[src/rtl/stopwatch_display_ctrl_pkg.sv]
// Shared types and limits for the stopwatch display controller.
package stopwatch_display_ctrl_pkg;

    localparam int H_W  = 4;
    localparam int M_W  = 6;
    localparam int S_W  = 6;
    localparam int MS_W = 10;

    localparam logic [MS_W-1:0] MS_MAX = 10'd999;
    localparam logic [S_W-1:0]  S_MAX  = 6'd59;
    localparam logic [M_W-1:0]  M_MAX  = 6'd59;

    typedef enum logic [1:0] {
        ST_IDLE,
        ST_RUN,
        ST_STOPPED,
        ST_LAP
    } state_t;

    typedef struct packed {
        logic [H_W-1:0]  h;
        logic [M_W-1:0]  m;
        logic [S_W-1:0]  s;
        logic [MS_W-1:0] ms;
    } hms_t;

endpackage

[src/rtl/stopwatch_display_ctrl_time_counter.sv]
// Binary h:m:s.ms cascade counter; exposes its next value so callers
// can capture the count including this cycle's increment.
module time_counter_bcdless
    import stopwatch_display_ctrl_pkg::*;
#(
    parameter int HOURS_MAX = 9
) (
    input  logic clk,
    input  logic rst_n,
    input  logic inc,
    input  logic clr,
    output hms_t cnt_next,
    output logic wrap
);

    localparam logic [H_W-1:0] H_MAX = H_W'(HOURS_MAX);

    hms_t cnt_q;

    // >= keeps every field in range even from an unexpected value
    always_comb begin
        cnt_next = cnt_q;
        wrap     = 1'b0;
        if (clr) begin
            cnt_next = '0;
        end else if (inc) begin
            if (cnt_q.ms >= MS_MAX) begin
                cnt_next.ms = '0;
                if (cnt_q.s >= S_MAX) begin
                    cnt_next.s = '0;
                    if (cnt_q.m >= M_MAX) begin
                        cnt_next.m = '0;
                        if (cnt_q.h >= H_MAX) begin
                            cnt_next.h = '0;
                            wrap       = 1'b1;
                        end else begin
                            cnt_next.h = cnt_q.h + H_W'(1);
                        end
                    end else begin
                        cnt_next.m = cnt_q.m + M_W'(1);
                    end
                end else begin
                    cnt_next.s = cnt_q.s + S_W'(1);
                end
            end else begin
                cnt_next.ms = cnt_q.ms + MS_W'(1);
            end
        end
    end

    always_ff @(posedge clk or negedge rst_n) begin
        if (!rst_n) begin
            cnt_q <= '0;
        end else begin
            cnt_q <= cnt_next;
        end
    end

endmodule

[src/rtl/stopwatch_display_ctrl.sv]
// Stopwatch sequencing FSM with frame-synchronous display registers
// that load only on the rising edge of vblank.
module stopwatch_display_ctrl
    import stopwatch_display_ctrl_pkg::*;
#(
    parameter int HOURS_MAX  = 9,
    parameter bit FRAME_SYNC = 1'b1
) (
    input  logic            clk,
    input  logic            rst_n,
    input  logic            tick_1ms,
    input  logic            btn_start_stop,
    input  logic            btn_lap,
    input  logic            btn_clear,
    input  logic            vblank,
    output logic [H_W-1:0]  hours,
    output logic [M_W-1:0]  minutes,
    output logic [S_W-1:0]  seconds,
    output logic [MS_W-1:0] milliseconds,
    output logic            running,
    output logic            lap_active,
    output logic            overflow,
    output logic            display_update
);

    state_t state, state_n;
    logic   cnt_inc, cnt_clr, snap_load, wrap;
    logic   vblank_q, load;
    hms_t   live_n, snap_q, snap_n, disp_src;

    time_counter_bcdless #(.HOURS_MAX(HOURS_MAX)) u_cnt (
        .clk      (clk),
        .rst_n    (rst_n),
        .inc      (cnt_inc),
        .clr      (cnt_clr),
        .cnt_next (live_n),
        .wrap     (wrap)
    );

    always_ff @(posedge clk or negedge rst_n) begin
        if (!rst_n) begin
            state <= ST_IDLE;
        end else begin
            state <= state_n;
        end
    end

    // Tick qualification uses the pre-transition state
    always_comb begin
        state_n   = state;
        cnt_clr   = btn_clear;
        cnt_inc   = 1'b0;
        snap_load = 1'b0;
        if (btn_clear) begin
            state_n = ST_IDLE;
        end else begin
            cnt_inc = tick_1ms && (state == ST_RUN || state == ST_LAP);
            unique case (state)
                ST_IDLE: begin
                    if (btn_start_stop) state_n = ST_RUN;
                end
                ST_RUN: begin
                    if (btn_start_stop) begin
                        state_n = ST_STOPPED;
                    end else if (btn_lap) begin
                        state_n   = ST_LAP;
                        snap_load = 1'b1;
                    end
                end
                ST_LAP: begin
                    if (btn_start_stop)  state_n = ST_STOPPED;
                    else if (btn_lap)    state_n = ST_RUN;
                end
                ST_STOPPED: begin
                    if (btn_start_stop) state_n = ST_RUN;
                end
                default: state_n = ST_IDLE;
            endcase
        end
    end

    assign snap_n   = cnt_clr ? '0 : (snap_load ? live_n : snap_q);
    assign disp_src = (state_n == ST_LAP) ? snap_n : live_n;
    assign load     = FRAME_SYNC ? (vblank & ~vblank_q) : 1'b1;

    assign running    = (state == ST_RUN) || (state == ST_LAP);
    assign lap_active = (state == ST_LAP);

    always_ff @(posedge clk or negedge rst_n) begin
        if (!rst_n) begin
            vblank_q       <= 1'b0;
            snap_q         <= '0;
            overflow       <= 1'b0;
            display_update <= 1'b0;
            hours          <= '0;
            minutes        <= '0;
            seconds        <= '0;
            milliseconds   <= '0;
        end else begin
            vblank_q       <= vblank;
            snap_q         <= snap_n;
            display_update <= load;
            if (cnt_clr) begin
                overflow <= 1'b0;
            end else if (wrap) begin
                overflow <= 1'b1;
            end
            if (load) begin
                hours        <= disp_src.h;
                minutes      <= disp_src.m;
                seconds      <= disp_src.s;
                milliseconds <= disp_src.ms;
            end
        end
    end

endmodule

[config.mk]
export PLATFORM = sky130hd
export DESIGN_NAME = stopwatch_display_ctrl
export DESIGN_NICKNAME = d
export VERILOG_FILES = /design/src/rtl/stopwatch_display_ctrl_pkg.sv /design/src/rtl/stopwatch_display_ctrl_time_counter.sv /design/src/rtl/stopwatch_display_ctrl.sv
export SDC_FILE = /design/constraint.sdc
export NUM_CORES = 1
export LEC_CHECK = 0
export BUFFER_PORTS_ARGS = -buffer_cell sky130_fd_sc_hd__buf_2
export CAP_MARGIN = 20
export CORE_ASPECT_RATIO = 1.75
export CORE_MARGIN = 5
export CORE_UTILIZATION = 57
export DETAILED_ROUTE_END_ITERATION = 8
export MAX_ROUTING_LAYER = met4
export PLACE_DENSITY = 0.88
export SETUP_SLACK_MARGIN = 0.1
export SLEW_MARGIN = 0
export SYNTH_ARGS = -nofsm -noshare
export SYNTH_HDL_FRONTEND = slang
export SYNTH_HIERARCHICAL = 1
export SYNTH_SLANG_ARGS = --single-unit
[constraint.sdc]
create_clock -name clk -period 2.9 [get_ports clk]
set_clock_uncertainty 0.15 [all_clocks]
set_input_delay 0.58 -clock clk [delete_from_list [all_inputs] [get_ports clk]]
set_output_delay 0.58 -clock clk [all_outputs]
set_load 0.05 [all_outputs]
==> results by group <==
Outcome
  • Status: completed

Finish
  • Area taken by multi-input logic gates: 1840 um2
  • Antenna diodes: 0
  • Fillers: 503
  • Layout cell share with drive strength beyond 1: 23.2%
  • Storage element area: 2080 um2
  • Area growth syn-to-layout: 14.7%
  • Nets: 444
  • Commonest cells after routing, fill and taps aside: dfrtp_1 (82), nor2_1 (43), buf_2 (35)
  • Commonest non-fill, non-tap cell in the layout: dfrtp_1

Logic synthesis
  • Number of synthesized flops with an enable pin: 0
  • Top cell type's share of synthesized area: 51.3%
  • Synth warn: 6
  • Post-synthesis cell count: 399
  • Average instance area after synthesis: 10.2 um2
  • Synth Flop Type: dfrtp_1
  • Area contributors post-synth: dfrtp_1 (51%), mux2_2 (7.2%), nor2b_1 (4.5%)
  • Netlist cell types: 48
  • Largest area contributor in the netlist: dfrtp_1
  • Ys async rst share: 100%
  • Register area share after synthesis: 51.3%
  • Synthesized flop and latch total: 83
  • Post-Syn Area: 4050 um2
  • Synth Net Count: 412

Timing
  • Final worst path period share: 87.5%
  • Achievable clock frequency: 394 MHz
  • Unrepaired setup endpoints after global routing: no
  • Final TNS setup: 0 ps
  • Final Hold Viols: 0
  • Final worst setup slack: 362 ps
  • Slew margin rel.: 55.6%
  • Max-slew violations: 0
  • Finish-stage setup viols: 0
  • Post-route minimum period: 2540 ps
  • Worst slew pin tran: 664 ps

Global route
  • Largest net degree at the start of global routing: 53
  • Tot GR Track Use: 23.6%
  • GRT overflow: 0
  • Vias in the first global route: 3370
  • Initial antenna violation count: 0
  • First-pass GRT wire length: 15.8 mm

Hold path
  • Worst min path class: in2async

Critical path
  • CP required: 3010 ps
  • Critical path launch point: state[0]$_DFF_PN0_
  • Worst reg2reg endpoint: seconds[4]$_DFFE_PN0P_
  • Worst setup endpoint: seconds[4]$_DFFE_PN0P_
  • Critical Path Source Type: flip-flop
  • Worst Reg-to-Reg Cells: 8
  • Worst R2R Start: state[0]$_DFF_PN0_
  • R2R Setup Slk: 360 ps
  • Setup Crit Path Kind: reg2reg
  • Critical Path AT: 2650 ps
  • Max FO, Critical Path: 8
  • CP endpoint kind: flip-flop

Floorplanning
  • Die Height: 122 um
  • CORE AREA: 6910 um2
  • Die ar.: 8960 um2
  • Starting Density: 58.6%
  • Num ports: 37
  • Die span in x: 73.7 um
  • Row cnt: 40

CTS
  • Clock Path Buffers: 2
  • Reg clk slew, reported paths: 60 ps
  • Root cell of the clock tree: clkbuf_16
  • Setup bufs post-CTS: 0
  • H-tree Lvls: 3
  • Clock sinks: 83
  • CTS tree: yes
  • Worst skew pair latency: 350 ps
  • Num CTS Buffers: 9

Pwr
  • Worst-case vdd ir drop: 0.498 mV
  • Overall Power: 2.67 mW
  • LEAKAGE: 2.05 nW
  • P per Cell Area: 574 nW/um2

Place
  • DP HPWL: 5.93 mm
  • Setup WS pre-CTS: 33.9 ps
  • Placer congestion estimate: 0.850
  • IO Port Bufs: 36

Route
  • DRT Pass-1 Iters: 5
  • Drt first-iter violations: 281
  • Wirelength, routed: 9.63 mm
  • Antenna Violating Nets Remaining: 0
  • Post-DR vias/cell: 6.26
  • Avg WL per Cell: 18.5 um
  • DRC viols: 0
  • Via count: 3255

Job
  • Total of max-cap violations: 0
[cell type report]
cell class	instances	share of cell area [%]
clock buffers	15	5.76
clock inverters	1	0.162
inverters	5	0.404
multi-input cells	282	39.7
flip-flops and latches	83	44.7
well taps	84	2.26
repair buffers	50	7.00
[worst max-delay path, stage by stage, from the launching register on]
cell	delay, ps
dfrtp_2	440
nand2b_2	120
nor2_2	170
nand4_2	140
or3_1	490
or3_1	370
a21oi_1	230
o21ai_0	140
a31oi_1	200
[state kept, by name (all words and copies together), names as in the netlist]
signal / flops
display_update: 1
state: 2
vblank_q: 1
snap_q: 26
minutes: 6
milliseconds: 10
hours: 4
u_cnt/cnt_q: 26
seconds: 6
overflow: 1
[kinds of logic after synthesis]
| kind of cell | Yosys count | synth area share (%) |
|---|---|---|
| and+or+nand+nor | 152 | 20.1 |
| AOI/OAI and AO/OA | 86 | 13.1 |
| DFF | 83 | 51.3 |
| buffers and inverters | 34 | 3.74 |
| muxes | 29 | 7.97 |
| xor gates and xnor gates | 8 | 1.73 |
| adders and majority gates | 7 | 2.10 |
[routing by layer]
| metal | GRT usage (%) | up-vias | part of all wire [%] |
|---|---|---|---|
| met2 | 39.6 | 113 | 55 |
| met3 | 5.22 | 31 | 5.0 |
| met1 | 25.5 | 1621 | 37 |
| met5 | - | - | 0 |
| li1 | - | 1490 | - |
| met4 | 12.5 | 0 | 3.1 |
[power by group]
group	leakage (nW)	internal, mW	switching [mW]	total, mW
registers	1.10	1.21	0.0285	1.23
logic	0.812	0.0823	0.280	0.363
clock network	0.130	0.628	0.442	1.07
total	2.05	1.92	0.751	2.67
[per-stage QoR]
stage               util [%]  instances  hold WS (ps)  instance area, um2
finish                  67.3        520          97.4                4650
global route            67.3        520           151                4650
CTS                     67.1        520           125                4630
detailed placement      63.1        504           350                4360
global placement        63.1        504           320                4360
floorplan                  -        399           134                4050
[Yosys cell counts (all sizes together) (2+ instances only)]
cell and instances:
o21ai 33, nor2b 29, xnor2 4, or3 5, a41oi 3, ha 6
a211oi 2, xor2 4, a211o 2, nor3b 2, nand2 11, a21oi 9
dfrtp 83, o2111a 2, nor3 7, clkbuf 19, and3 5, mux2i 3
and2 2, nand3 31, nor2 44, mux2 26, inv 5, o31ai 2
nor4 2, a31oi 27, nand2b 2, nand4 4, nand3b 4, buf 10
[what timing repair did]
action | CTS | global route
hold buffers | 0 | 0
resized for setup | 0 | 3
setup endpoints to repair | 0 | 2
[worst min path at each step]
stage | startpoint | endpoint | slack (ps) | cells after the start
2_1_floorplan | rst_n | display_update$_DFF_PN0_ | 130 | 0
3_3_place_gp | overflow$_DFFE_PN0P_ | overflow$_DFFE_PN0P_ | 320 | 2
3_5_place_dp | overflow$_DFFE_PN0P_ | overflow$_DFFE_PN0P_ | 350 | 2
4_1_cts | rst_n | state[0]$_DFF_PN0_ | 130 | 1
5_1_grt | rst_n | state[0]$_DFF_PN0_ | 150 | 1
6_report | rst_n | vblank_q$_DFF_PN0_ | 100 | 1
Note: power is estimated with default switching activity, not from simulation.
